<file path="src/rtl/seq_det_pkg.sv">
// Shared constants and helpers for the serial pattern detector.
package seq_det_pkg;

   localparam int unsigned PAT_W_MAX = 16;

   localparam logic [PAT_W_MAX-1:0] DEF_PATTERN = '1;
   localparam logic                 DEF_OVERLAP = 1'b1;

   // Width of the history fill counter, which counts 0..pat_w-1.
   function automatic int unsigned fill_width(input int unsigned pat_w);
      return $clog2(pat_w);
   endfunction

endpackage

</file>
<file path="src/rtl/sat_counter.sv">
// Saturating up-counter with synchronous clear; clear wins over increment.
module sat_counter
   import seq_det_pkg::*;
#(
   parameter int unsigned W = 8
) (
   input  logic         clk,
   input  logic         reset_n,
   input  logic         clr,
   input  logic         inc,
   output logic [W-1:0] q
);

   always_ff @(posedge clk or negedge reset_n) begin
      if (!reset_n) begin
         q <= '0;
      end else if (clr) begin
         q <= '0;
      end else if (inc && (q != '1)) begin
         q <= q + W'(1);
      end
   end

endmodule

</file>
<file path="src/rtl/seq_detector.sv">
// Serial bit-pattern detector with programmable pattern, overlap mode,
// input-valid qualifier, Mealy and registered match strobes and a match counter.
module seq_detector
   import seq_det_pkg::*;
#(
   parameter int unsigned      PAT_W       = 4,
   parameter int unsigned      CNT_W       = 8,
   parameter logic [PAT_W-1:0] RST_PATTERN = DEF_PATTERN[PAT_W-1:0],
   parameter logic             RST_OVERLAP = DEF_OVERLAP
) (
   input  logic             clk,
   input  logic             reset_n,
   input  logic             in,
   input  logic             in_valid,
   input  logic             cfg_we,
   input  logic [PAT_W-1:0] cfg_pattern,
   input  logic             cfg_overlap,
   input  logic             cnt_clr,
   output logic             out,
   output logic             match_q,
   output logic [CNT_W-1:0] match_cnt
);

   localparam int unsigned        FILL_W   = fill_width(PAT_W);
   localparam logic [FILL_W-1:0]  FILL_MAX = FILL_W'(PAT_W - 1);

   logic [PAT_W-2:0]  hist;
   logic [FILL_W-1:0] fill;
   logic [PAT_W-1:0]  pat_r;
   logic              ovl_r;

   logic              accept;
   logic              full;
   logic [PAT_W-1:0]  window;

   assign accept = in_valid && !cfg_we;
   assign full   = (fill == FILL_MAX);
   assign window = {hist, in};
   assign out    = accept && full && (window == pat_r);

   always_ff @(posedge clk or negedge reset_n) begin
      if (!reset_n) begin
         hist    <= '0;
         fill    <= '0;
         pat_r   <= RST_PATTERN;
         ovl_r   <= RST_OVERLAP;
         match_q <= 1'b0;
      end else begin
         match_q <= out;
         if (cfg_we) begin
            pat_r <= cfg_pattern;
            ovl_r <= cfg_overlap;
            hist  <= '0;
            fill  <= '0;
         end else if (in_valid) begin
            hist <= window[PAT_W-2:0];
            // Non-overlap restarts the window so matched bits are never reused.
            if (out && !ovl_r) begin
               fill <= '0;
            end else if (!full) begin
               fill <= fill + FILL_W'(1);
            end
         end
      end
   end

   sat_counter #(
      .W (CNT_W)
   ) u_cnt (
      .clk     (clk),
      .reset_n (reset_n),
      .clr     (cnt_clr),
      .inc     (out),
      .q       (match_cnt)
   );

endmodule
</file>
<file path="config.mk">
export PLATFORM = sky130hd
export DESIGN_NAME = seq_detector
export DESIGN_NICKNAME = d
export VERILOG_FILES = /design/src/rtl/seq_det_pkg.sv /design/src/rtl/sat_counter.sv /design/src/rtl/seq_detector.sv
export SDC_FILE = /design/constraint.sdc
export NUM_CORES = 1
export LEC_CHECK = 0
export CAP_MARGIN = 20
export CORE_MARGIN = 4
export CORE_UTILIZATION = 53
export CTS_CLUSTER_SIZE = 14
export DETAILED_ROUTE_END_ITERATION = 8
export GPL_ROUTABILITY_DRIVEN = 0
export GPL_TIMING_DRIVEN = 0
export PLACE_DENSITY = 0.89
export SYNTH_ARGS = -nofsm -noshare
export SYNTH_HDL_FRONTEND = slang
export SYNTH_HIERARCHICAL = 1
export SYNTH_SLANG_ARGS = --single-unit
</file>
<file path="constraint.sdc">
create_clock -name clk -period 5.53 [get_ports clk]
set_input_delay 1.659 -clock clk [delete_from_list [all_inputs] [get_ports clk]]
set_output_delay 1.659 -clock clk [all_outputs]
set_load 0.03 [all_outputs]
</file>
# After elaboration in Yosys (flattened, before gate mapping)
# Index checks and enable logic that the tools add are counted.
[word_totals] output_inout_bits=10 inputBits=11 reg_bits=19 wordCells=30
[classes] mux=8 eq_ne=4 reduce_logical=10 addsub=2
[op_table] operator="two-way mux 8 bit" count=2
[op_table] operator="adder 8 x 1 -> 8 bit, second input constant" count=1
[op_table] operator="two-way mux 2 bit" count=4
[op_table] operator="!= test 8 bit, second input constant" count=1
[op_table] operator="two-way mux 3 bit" count=2
[op_table] operator="logical AND 1 bit" count=5
[op_table] operator="== test 4 bit" count=1
[op_table] operator="nonzero test 2 bit" count=2
[op_table] operator="!= test 3 x 2 -> 1 bit, second input constant" count=1
[op_table] operator="adder 2 x 1 -> 2 bit, second input constant" count=1
[op_table] operator="== test 2 bit, second input constant" count=1
[op_table] operator="logical NOT 1 bit" count=2
[op_table] operator="AND reduction 2 bit" count=1

# Longest topological paths before layout
# Gate-level depths: netlist of the first run.
[depth] word_depth=8 ltp_mapped=8 mapped_depth_nobuf=7

# By module
# The synthesis of the first run kept the hierarchy.
[modules_own_cells] mod="seq_detector" area_per_inst_um2=528.0 seq_area_each_um2=281.5 n_inst=1 cells_each=41
[modules_own_cells] mod="sat_counter" area_per_inst_um2=464.2 seq_area_each_um2=200.2 n_inst=1 cells_each=49

# Worst setup path after synthesis of the first run
# OpenSTA, ideal clock, no wires.
[synth_path] path_type="input -> output" from="input port in" to="output port out" n_path_buf=0 slack_ps=1324 arrival_ps=2547 required_time_ps=3871 cell_stages=4 path_cell_list="xor2_1 or3_4 nor2_1 and2_1"
[synth_between] elab_chain_len=2
[synth_rtl] element="start, declared" line_no="seq_detector.sv:13" source="input logic in,"
[synth_rtl] element="== test 4 bit" line_no="seq_detector.sv:39" source="assign out = accept && full && (window == pat_r);"
[synth_rtl] element="logical AND 1 bit" line_no="seq_detector.sv:39"
[synth_rtl] element="end, declared" line_no="seq_detector.sv:19" source="output logic out,"
# No other way between the ends.

# Worst setup path after layout of the first run
[layout_path] from="input port in_valid" to="output port out"
[layout_between] elab_chain_len=3
[layout_rtl] element="start, declared" line_no="seq_detector.sv:14" source="input logic in_valid,"
[layout_rtl] element="logical AND 1 bit" line_no="seq_detector.sv:36" source="assign accept = in_valid && !cfg_we;"
[layout_rtl] element="logical AND 1 bit (2 in series)" line_no="seq_detector.sv:39"
# No other way between the ends.

==> results.ini, run 1 <==
[clock_tree]
clk_path_buf_depth = 2
clkSinkCount = 19
cts_tree = built
cts_max_level = 1
clk-insertion-delay-late_ps = 300
post-cts-setup-buffers = 0
root_buffer = clkbuf_4
cts_inserted_buffers = 3
cts_resized = 0
cts_hold_buf = 0
clkTransAtPathRegs_ps = 110

[placed_design]
dp_slack_ps = 126
place_hpwl_um = 1570
portBuffers = 20
place_inst = 135

[floorplan]
die_h_um = 51.3
io_pins = 21
initial_core_util_pct = 56.8
die_x_um = 51.3
dieArea_sq_um = 2630
core_area_sq_um = 1750
num_rows = 15

[worst_setup_path]
critPathBufInv = 3
start_kind = input pin
cpPeakStageDelay_ps = 680
crit_arrival_ps = 3730
path_cells = clkdlybuf4s50_1 -> inv_2 -> or3_4 -> nor2_1 -> and2_1 -> clkdlybuf4s50_1
critPathKind = in2out
crit_fanout = 4
endpoint_kind = output pin
path_depth = 6
worstPathRequired_ps = 3870
critPathMostFrequentCell = clkdlybuf4s50_1
cp_top_family = buffers and inverters
worst_path_max_delay_cell = clkdlybuf4s50_1
r2r_cells = 8

[grt]
grt_max_degree = 20
grt_pass1_vias = 796
grt_pass1_wl_um = 3460
grt-ovfl-total = 0
antenna_found_initial = 0
grt_usage_pct = 17.6

[sta]
clock_skew_ps = 1.80
fin_crit_ps = 5390
finalSetupTns_ps = 0
whs_ps = 558
rsz0062_at_grt = false
period_share_pct = 97.5
setup_viol = 0
max_slew.worst_pin.slew_ps = 847
slew_violations = 0
fmax_ghz = 0.186
setup_ws_ps = 139
hold_viol_final = 0
slew_headroom_pct = 43.4

[hold_path]
hold_depth = 2
hp-class = reg2reg

[synthesis]
synth_fa_ha_area_share_pct = 2.52
yosys_warnings = 6
netlist_top_cells_area = dfrtp_1 35%, dfstp_2 13%, mux2_2 7.9%
ys_ff_latch = 19
netlist_area_sq_um = 992
synth_edf_count = 0
ys_seq_area_share_pct = 48.5
synth.largest_area_cell = dfrtp_1
ys.flop_type = dfrtp_1
synth_top_family_by_area = simple AND/OR/NAND/NOR gates
synthTopCellsByCount = 14 x dfrtp_1, 8 x nor2_1, 7 x mux2_2
synth.top_cell.area_share_pct = 35.3
synthArstFlopShare_pct = 100
syn_inst = 90
muxShareOfSynthArea_pct = 13.0
synthSimpleGateAreaFrac_pct = 20.3
synth_cell_types = 37
synth_most_common_cell = dfrtp_1
synth_compound_area_share_pct = 8.45
synth_fp_nets = 103
avgSynthCellArea_sq_um = 11.0
synth_xor_area_share_pct = 4.41

[pwr]
vdd_ir_drop_max_mv = 0.152
p_leak_uw = 0.000508
pwr-share-clk_pct = 27.9
share_comb_of_total_power_pct = 12.6
p_int_uw = 194
switching_share_pct = 24.2
seqPwrFrac_pct = 59.5
switchingPower_uw = 62.1
powerDensity_nw_per_um2 = 205

[route]
wl_met2_um = 1080
post_drt_via_cell_ratio = 5.68
drt-pass1-iter-count = 4
vias = 789
avgRoutedWirePerCell_um = 14.8
maxUsedRoutingLayer = met4
ant_nets = 0
first_iter_violations = 9
m1WireLength_um = 799
routed-wl-met3_um = 116
drc = 0
routed_wl_um = 2060

[cells_and_area]
syn_to_final_growth_pct = 26.0
final_nets = 128
final_cells = 139
antenna_cells = 0
drive_gt1_share_pct = 19.3
final_util_pct = 71.6

[run_status]
status = completed

[flow_run]
maxCapViolCount = 0

==> metrics by stage <==
stage          power (uW)  cell area, sq um
6_report              256              1250
3_3_place_gp          185              1220
5_1_grt               266              1250
3_5_place_dp          188              1220
2_1_floorplan         172               992
4_1_cts               258              1250
==> power groups by stage <==
stage	sequential (uW)	combinational (uW)	clock, uW
floorplan	154	18.3	0
global placement	155	30.7	0
detailed placement	155	32.5	0
CTS	152	32.7	72.9
global route	153	35.4	77.2
finish	153	32.2	71.4
==> registers in the layout (all words and copies together) (netlist names) <==
register	cells
u_cnt/q	8
ovl_r	1
fill	2
match_q	1
hist	3
pat_r	4
==> tightest hold or removal path: stages (launching register included) <==
cell and delay [ps]:
dfrtp_1 400, nand2b_1 70, mux2i_1 60
==> path summary, 6_finish.rpt <==
path / start / endpoint / slack (ps)
min in group asynchronous: reset_n / fill[1]$_DFFE_PN0P_ / 1830
worst max register to register: pat_r[0]$_DFFE_PN1P_ / u_cnt/q[5]$_DFFE_PN0P_ / 3100
worst max-delay path: in_valid / out / 140
max in group asynchronous: reset_n / u_cnt/q[0]$_DFFE_PN0P_ / 3180
worst min-delay path: fill[1]$_DFFE_PN0P_ / fill[1]$_DFFE_PN0P_ / 560
worst min register to register: fill[1]$_DFFE_PN0P_ / fill[1]$_DFFE_PN0P_ / 560
==> cell type report <==
class | count | area [sq um]
buffer | 3 | 16.3
inverter | 3 | 11.3
clock buffer | 4 | 26.3
sequential | 19 | 482
multi-input combinational | 65 | 483
timing repair buffer | 20 | 200
fill | 134 | 495
tap | 25 | 31.3
==> kinds of logic (layout without fill, tap and decap cells) <==
group | count (synthesis) | count (layout)
AOI/OAI and AO/OA | 11 | 11
xor gates and xnor gates | 5 | 5
adders and majority gates | 2 | 2
buffers and inverters | 6 | 30
DFF | 19 | 19
muxes | 12 | 12
and+or+nand+nor | 35 | 35
==> per-layer routing <==
metal  track usage [%]  vias to the layer above
met3              2.62                        7
met1              19.6                      379
met2              32.0                       31
met4              9.17                        0
met5                 0                        -
li1                  -                      372
==> layout by cell type, fill, tap and decap left out, drive strengths merged, types with 3 or more instances in the layout <==
master         instances
xnor2                  4
inv                    3
a21oi                  3
dfrtp                 14
clkbuf                 5
nor2b                  3
nand3                  4
nand2b                 5
dfstp                  5
mux2i                  5
nor3                   4
nor2                   8
clkdlybuf4s50         20
mux2                   7
(Power assumes the default switching activity.)
==> run 2, diff against run 1 <==
--- a/config.mk
+++ b/config.mk
@@ -7,7 +7,7 @@
 export LEC_CHECK = 0
 export CAP_MARGIN = 20
 export CORE_MARGIN = 4
-export CORE_UTILIZATION = 53
+export CORE_UTILIZATION = 54
 export CTS_CLUSTER_SIZE = 14
 export DETAILED_ROUTE_END_ITERATION = 8
 export GPL_ROUTABILITY_DRIVEN = 0
@@ -15,5 +15,4 @@
 export PLACE_DENSITY = 0.89
 export SYNTH_ARGS = -nofsm -noshare
 export SYNTH_HDL_FRONTEND = slang
-export SYNTH_HIERARCHICAL = 1
 export SYNTH_SLANG_ARGS = --single-unit
==> results.ini, run 2 <==
[run_status]
status = completed  ; unchanged

[cells_and_area]
largestRegisters = u_cnt.q: 8 flops, pat_r: 4 flops, hist: 3 flops  ; was u_cnt/q: 8 flops, pat_r: 4 flops, hist: 3 flops
antenna_cells = 0  ; unchanged
drive_gt1_share_pct = 21.7  ; was 19.3%
final_common_cell = clkdlybuf4s50_1  ; unchanged
fillCellCount = 130  ; was 134
max_flop_register = u_cnt.q  ; was u_cnt/q
final_util_pct = 72.7  ; was 71.6%
final_nets = 129  ; was 128
syn_to_final_growth_pct = 23.3  ; was 26.0%
largest_reg_flops = 8  ; unchanged
final_cell_mix = 19 x clkdlybuf4s50_1, 14 x dfrtp_1, 8 x nor2_1  ; was 20 x clkdlybuf4s50_1, 14 x dfrtp_1, 8 x nor2_1

[sta]
rsz0062_at_grt = false  ; unchanged
fin_crit_ps = 5140  ; was 5390 ps
max_slew.worst_pin.slew_ps = 836  ; was 847 ps
slew_violations = 0  ; unchanged
clock_skew_ps = 3.71  ; was 1.80 ps
fmax_ghz = 0.195  ; was 0.186 GHz
slew_headroom_pct = 44.1  ; was 43.4%
finalSetupTns_ps = 0  ; unchanged
period_share_pct = 92.9  ; was 97.5%
hold_viol_final = 0  ; unchanged
setup_viol = 0  ; unchanged

[synthesis]
synth.largest_area_cell = dfrtp_1  ; unchanged
synthSimpleGateAreaFrac_pct = 20.8  ; was 20.3%
netlist_area_sq_um = 1060  ; was 992 sq um
syn_inst = 92  ; was 90
synth_most_common_cell = dfrtp_1  ; unchanged
synth_fa_ha_area_share_pct = 2.36  ; was 2.52%
ys_seq_area_share_pct = 45.3  ; was 48.5%
ys.flop_type = dfrtp_1  ; unchanged
ys_ff_latch = 19  ; unchanged
muxShareOfSynthArea_pct = 11.5  ; was 13.0%
avgSynthCellArea_sq_um = 11.5  ; was 11.0 sq um
synth.top_cell.area_share_pct = 33.0  ; was 35.3%
synth_xor_area_share_pct = 5.89  ; was 4.41%
synth_cell_types = 31  ; was 37
netlist_top_cells_area = dfrtp_1 33%, dfstp_2 12%, mux2_2 5.3%  ; was dfrtp_1 35%, dfstp_2 13%, mux2_2 7.9%
yosys_warnings = 0  ; was 6
synth_edf_count = 0  ; unchanged
synth_top_family_by_area = simple AND/OR/NAND/NOR gates  ; unchanged
synthArstFlopShare_pct = 100  ; unchanged
synth_fp_nets = 105  ; was 103
synth_compound_area_share_pct = 9.42  ; was 8.45%
synthTopCellsByCount = 14 x dfrtp_1, 8 x nor2_1, 5 x a21oi_1, 5 x dfstp_2, 5 x mux2_2  ; was 14 x dfrtp_1, 8 x nor2_1, 7 x mux2_2

[pwr]
powerDensity_nw_per_um2 = 201  ; was 205 nW/um^2
vdd_ir_drop_max_mv = 0.150  ; was 0.152 mV
p_leak_uw = 0.000550  ; was 0.000508 uW

[flow_run]
maxCapViolCount = 0  ; unchanged

[grt]
busiest_layer = met2  ; unchanged
grt_usage_pct = 17.6  ; about the same
antenna_found_initial = 0  ; unchanged
grtUsageMet2_pct = 29.8  ; was 32.0%
grt-ovfl-total = 0  ; unchanged
grt_util_met3_pct = 3.42  ; was 2.62%
grt_max_degree = 20  ; unchanged
met1_usage_pct = 22.1  ; was 19.6%
grt_pass1_vias = 808  ; was 796
grt_pass1_wl_um = 3540  ; was 3460 um

[placed_design]
place_hpwl_um = 1550  ; was 1570 um
portBuffers = 19  ; was 20

[clock_tree]
cts_inserted_buffers = 3  ; unchanged
cts_resized = 0  ; unchanged
clkTransAtPathRegs_ps = 110  ; about the same
clkSinkCount = 19  ; unchanged
clk_path_buf_depth = 2  ; unchanged
cts_max_level = 1  ; unchanged
root_buffer = clkbuf_4  ; unchanged
post-cts-setup-buffers = 0  ; unchanged
cts_hold_buf = 0  ; unchanged
clk-insertion-delay-late_ps = 300  ; about the same
cts_tree = built  ; unchanged

[worst_setup_path]
critPathKind = in2out  ; unchanged
start_kind = input pin  ; unchanged
crit_arrival_ps = 3480  ; was 3730 ps
crit_fanout = 4  ; unchanged
endpoint_kind = output pin  ; unchanged
worstPathRequired_ps = 3870  ; about the same

[route]
drt-pass1-iter-count = 4  ; unchanged
routed_wl_um = 2080  ; was 2060 um
ant_nets = 0  ; unchanged
avgRoutedWirePerCell_um = 14.9  ; was 14.8 um
vias = 788  ; was 789
first_iter_violations = 7  ; was 9
post_drt_via_cell_ratio = 5.63  ; was 5.68
drc = 0  ; unchanged

[floorplan]
die_x_um = 52.4  ; was 51.3 um
initial_core_util_pct = 59.0  ; was 56.8%
num_rows = 15  ; unchanged
die_h_um = 52.4  ; was 51.3 um
core_area_sq_um = 1800  ; was 1750 sq um
io_pins = 21  ; unchanged
dieArea_sq_um = 2740  ; was 2630 sq um

[hold_path]
hp-class = reg2reg  ; unchanged

run 2: cell types whose count changed in the layout (fill, tap and decap cells not counted), moves of 2 or more:
cell | before | now
a21oi_1 | 3 | 5
o31ai_1 | 0 | 3
nor3_1 | 4 | 0
or4_1 | 0 | 3
inv_1 | 2 | 4
nand2b_1 | 5 | 2
nor4_2 | 0 | 2
o21ai_0 | 1 | 3
nand2_1 | 2 | 4
mux2_2 | 7 | 5
run 2: area by class of cell:
class / instances / area, sq um / area share (%)
multi-input cells: 64 / 532 / 40.6
repair buffers: 19 / 190 / 14.5
plain buffers: 5 / 33.8 / 2.58
well taps: 25 / 31.3 / 2.39
inverters: 4 / 15.0 / 1.15
clock buffers: 4 / 26.3 / 2.01
flip-flops and latches: 19 / 482 / 36.8
run 2: stage by stage:
step / hold WS, ps / power (uW) / cells / worst slack (ps) / instance area, sq um
CTS: 522 / 265 / 140 / 429 / 1310
global placement: 489 / 191 / 136 / 483 / 1280
global route: 561 / 276 / 140 / 338 / 1310
finish: 529 / 264 / 140 / 390 / 1310
detailed placement: 502 / 194 / 136 / 452 / 1280
floorplan: 469 / 179 / 92 / 1360 / 1060
run 2: per-layer routing:
metal  wire length (um)  share of wire [%]
met5                  0                  0
met3                106                5.1
met1                853                 41
met4                 27                1.3
met2               1100                 53
run 2: path summary, 6_finish.rpt:
path | from | end | slack [ps] | cells past startpoint
max | cfg_we | out | 390 | 5
min | ovl_r$_DFFE_PN1P_ | ovl_r$_DFFE_PN1P_ | 530 | 2
min in group asynchronous | reset_n | u_cnt.q[7]$_DFFE_PN0P_ | 1830 | 1
min reg2reg | ovl_r$_DFFE_PN1P_ | ovl_r$_DFFE_PN1P_ | 530 | 2
max reg2reg | u_cnt.q[0]$_DFFE_PN0P_ | u_cnt.q[5]$_DFFE_PN0P_ | 3740 | 6
max in group asynchronous | reset_n | hist[0]$_DFFE_PN0P_ | 3190 | 1
run 2: cells by family (layout without fill, tap and decap cells):
| group | count (synthesis) | in the layout |
|---|---|---|
| and+or+nand+nor | 32 | 32 |
| adders and majority gates | 2 | 2 |
| buffers and inverters | 9 | 32 |
| DFF | 19 | 19 |
| muxes | 11 | 11 |
| xor gates and xnor gates | 5 | 5 |
| AOI/OAI and AO/OA | 14 | 14 |
run 2: where the power goes:
group | switching (uW) | internal (uW)
Combinational | 18.7 | 19.9
Sequential | 5.47 | 148
Clock | 43.7 | 28.1
run 2: critical path, stage by stage:
cell and delay, ps:
clkdlybuf4s50_1 480, and3b_4 350, nand2_1 70, nor2_1 200, clkdlybuf4s50_1 720
==> run 3, diff against run 2 <==
--- a/config.mk
+++ b/config.mk
@@ -5,7 +5,8 @@
 export SDC_FILE = /design/constraint.sdc
 export NUM_CORES = 1
 export LEC_CHECK = 0
-export CAP_MARGIN = 20
+export CAP_MARGIN = 25
+export CORE_ASPECT_RATIO = 0.7
 export CORE_MARGIN = 4
 export CORE_UTILIZATION = 54
 export CTS_CLUSTER_SIZE = 14
==> results.ini, run 3 (same netlist as run 2, synthesis figures left out) <==
[worst_setup_path]
worst_path_max_delay_cell = clkdlybuf4s50_1  ; unchanged
endpoint_kind = output pin  ; unchanged
crit_fanout = 4  ; unchanged
path_cells = clkdlybuf4s50_1 -> and3b_4 -> nand2_1 -> nor2_1 -> clkdlybuf4s50_1  ; unchanged
cp_top_family = buffers and inverters  ; unchanged
critPathBufInv = 2  ; unchanged
r2r_cells = 6  ; unchanged
critPathKind = in2out  ; unchanged
worstPathRequired_ps = 3870  ; about the same
critPathMostFrequentCell = clkdlybuf4s50_1  ; unchanged
path_depth = 5  ; unchanged
start_kind = input pin  ; unchanged
cpPeakStageDelay_ps = 700  ; was 720 ps
crit_arrival_ps = 3370  ; was 3480 ps

[hold_path]
hold_depth = 2  ; unchanged
hp-class = reg2reg  ; unchanged

[clock_tree]
cts_tree = built  ; unchanged
clk_path_buf_depth = 2  ; unchanged
root_buffer = clkbuf_4  ; unchanged
cts_inserted_buffers = 3  ; unchanged
cts_resized = 0  ; unchanged
cts_max_level = 1  ; unchanged
clkTransAtPathRegs_ps = 100  ; was 110 ps
cts_hold_buf = 0  ; unchanged
post-cts-setup-buffers = 0  ; unchanged
clkSinkCount = 19  ; unchanged
clk-insertion-delay-late_ps = 300  ; about the same

[sta]
fmax_ghz = 0.199  ; was 0.195 GHz
fin_crit_ps = 5030  ; was 5140 ps
hold_viol_final = 0  ; unchanged
slew_violations = 0  ; unchanged
finalSetupTns_ps = 0  ; unchanged
max_slew.worst_pin.slew_ps = 842  ; was 836 ps
slew_headroom_pct = 43.7  ; was 44.1%
setup_viol = 0  ; unchanged
period_share_pct = 90.9  ; was 92.9%
clock_skew_ps = 7.83  ; was 3.71 ps
rsz0062_at_grt = false  ; unchanged

[placed_design]
place_hpwl_um = 1570  ; was 1550 um
place_inst = 133  ; was 136
placed_cell_area_sq_um = 1280  ; about the same
portBuffers = 19  ; unchanged

[cells_and_area]
final_common_cell = clkdlybuf4s50_1  ; unchanged
fin_area_sq_um = 1310  ; about the same
antenna_cells = 0  ; unchanged
syn_to_final_growth_pct = 23.1  ; was 23.3%
drive_gt1_share_pct = 22.6  ; was 21.7%
max_flop_register = u_cnt.q  ; unchanged
largestRegisters = u_cnt.q: 8 flops, pat_r: 4 flops, hist: 3 flops  ; unchanged
largest_reg_flops = 8  ; unchanged
final_cell_mix = 19 x clkdlybuf4s50_1, 14 x dfrtp_1, 8 x nor2_1  ; unchanged
final_nets = 129  ; unchanged
final_cells = 137  ; was 140

[route]
vias = 789  ; was 788
drc = 0  ; unchanged
routed_wl_um = 2030  ; was 2080 um
first_iter_violations = 24  ; was 7
post_drt_via_cell_ratio = 5.76  ; was 5.63
ant_nets = 0  ; unchanged
avgRoutedWirePerCell_um = 14.8  ; was 14.9 um
drt-pass1-iter-count = 4  ; unchanged

[grt]
grt-ovfl-total = 0  ; unchanged
antenna_found_initial = 0  ; unchanged
grt_max_degree = 20  ; unchanged
grt_usage_pct = 17.1  ; was 17.6%
grt_pass1_vias = 742  ; was 808
grt_pass1_wl_um = 3300  ; was 3540 um

[floorplan]
core_area_sq_um = 1850  ; was 1800 sq um
initial_core_util_pct = 57.3  ; was 59.0%
dieArea_sq_um = 2750  ; was 2740 sq um
num_rows = 13  ; was 15
io_pins = 21  ; unchanged
die_h_um = 45.1  ; was 52.4 um
die_x_um = 61.0  ; was 52.4 um

[pwr]
p_leak_uw = 0.000553  ; was 0.000550 uW
powerDensity_nw_per_um2 = 199  ; was 201 nW/um^2
vdd_ir_drop_max_mv = 0.151  ; was 0.150 mV

[flow_run]
maxCapViolCount = 0  ; unchanged

[run_status]
status = completed  ; unchanged

==> run 3: cell types whose count changed in the layout (fill, tap and decap cells not counted) <==
cell / before / now
clkbuf_1: 3 / 2
clkinv_2: 0 / 1
==> run 3: cell type report <==
class / count / area [sq um]
Buffer: 5 / 33.8
Clock buffer: 3 / 22.5
Clock inverter: 1 / 5.00
Fill cell: 142 / 547
Inverter: 4 / 15.0
Multi-Input combinational cell: 64 / 532
Sequential cell: 19 / 482
Tap cell: 22 / 27.5
Timing Repair Buffer: 19 / 190
==> run 3: path summary, 6_finish.rpt <==
check / from / endpoint / slack [ps]
min in group asynchronous: reset_n / u_cnt.q[4]$_DFFE_PN0P_ / 1830
hold reg to reg: ovl_r$_DFFE_PN1P_ / ovl_r$_DFFE_PN1P_ / 510
setup reg to reg: u_cnt.q[0]$_DFFE_PN0P_ / u_cnt.q[5]$_DFFE_PN0P_ / 3700
hold / removal: ovl_r$_DFFE_PN1P_ / ovl_r$_DFFE_PN1P_ / 510
setup / recovery: cfg_we / out / 500
max in group asynchronous: reset_n / fill[1]$_DFFE_PN0P_ / 3180
==> run 3: stage by stage <==
step / power (uW) / utilization (%) / hold slack, ps / setup WS (ps)
final: 260 / 70.5 / 510 / 505
after global routing: 275 / 70.5 / 547 / 407
after CTS: 263 / 70.5 / 516 / 488
after detailed placement: 194 / 69.0 / 501 / 486
after global placement: 192 / 69.0 / 482 / 510
after floorplan: 179 / - / 469 / 1360
==> run 3: where the power goes <==
part | total [uW] | switching (uW) | internal (uW)
Sequential | 153 | 5.18 | 148
Clock | 69.7 | 42.8 | 26.9
Combinational | 37.6 | 17.9 | 19.7
Total | 260 | 65.8 | 194
==> run 3: worst register-to-register path, delay by kind of cell, from the launching register on <==
family / cells / cell delay, ps
flip-flops: 1 / 430
AND/OR/NAND/NOR: 2 / 410
multiplexers: 1 / 360
adder cells (fa/ha/maj): 1 / 280
buffers and inverters: 1 / 160
AO/OA/AOI/OAI: 1 / 100
==> run 3: routing by layer <==
layer / up-vias / track usage, % / part of all wire, %
met1: 384 / 20.8 / 46
met5: - / 0 / 0
met3: 6 / 6.57 / 6.4
met4: 0 / 8.23 / 2.4
met2: 24 / 26.7 / 45
li1: 375 / - / -
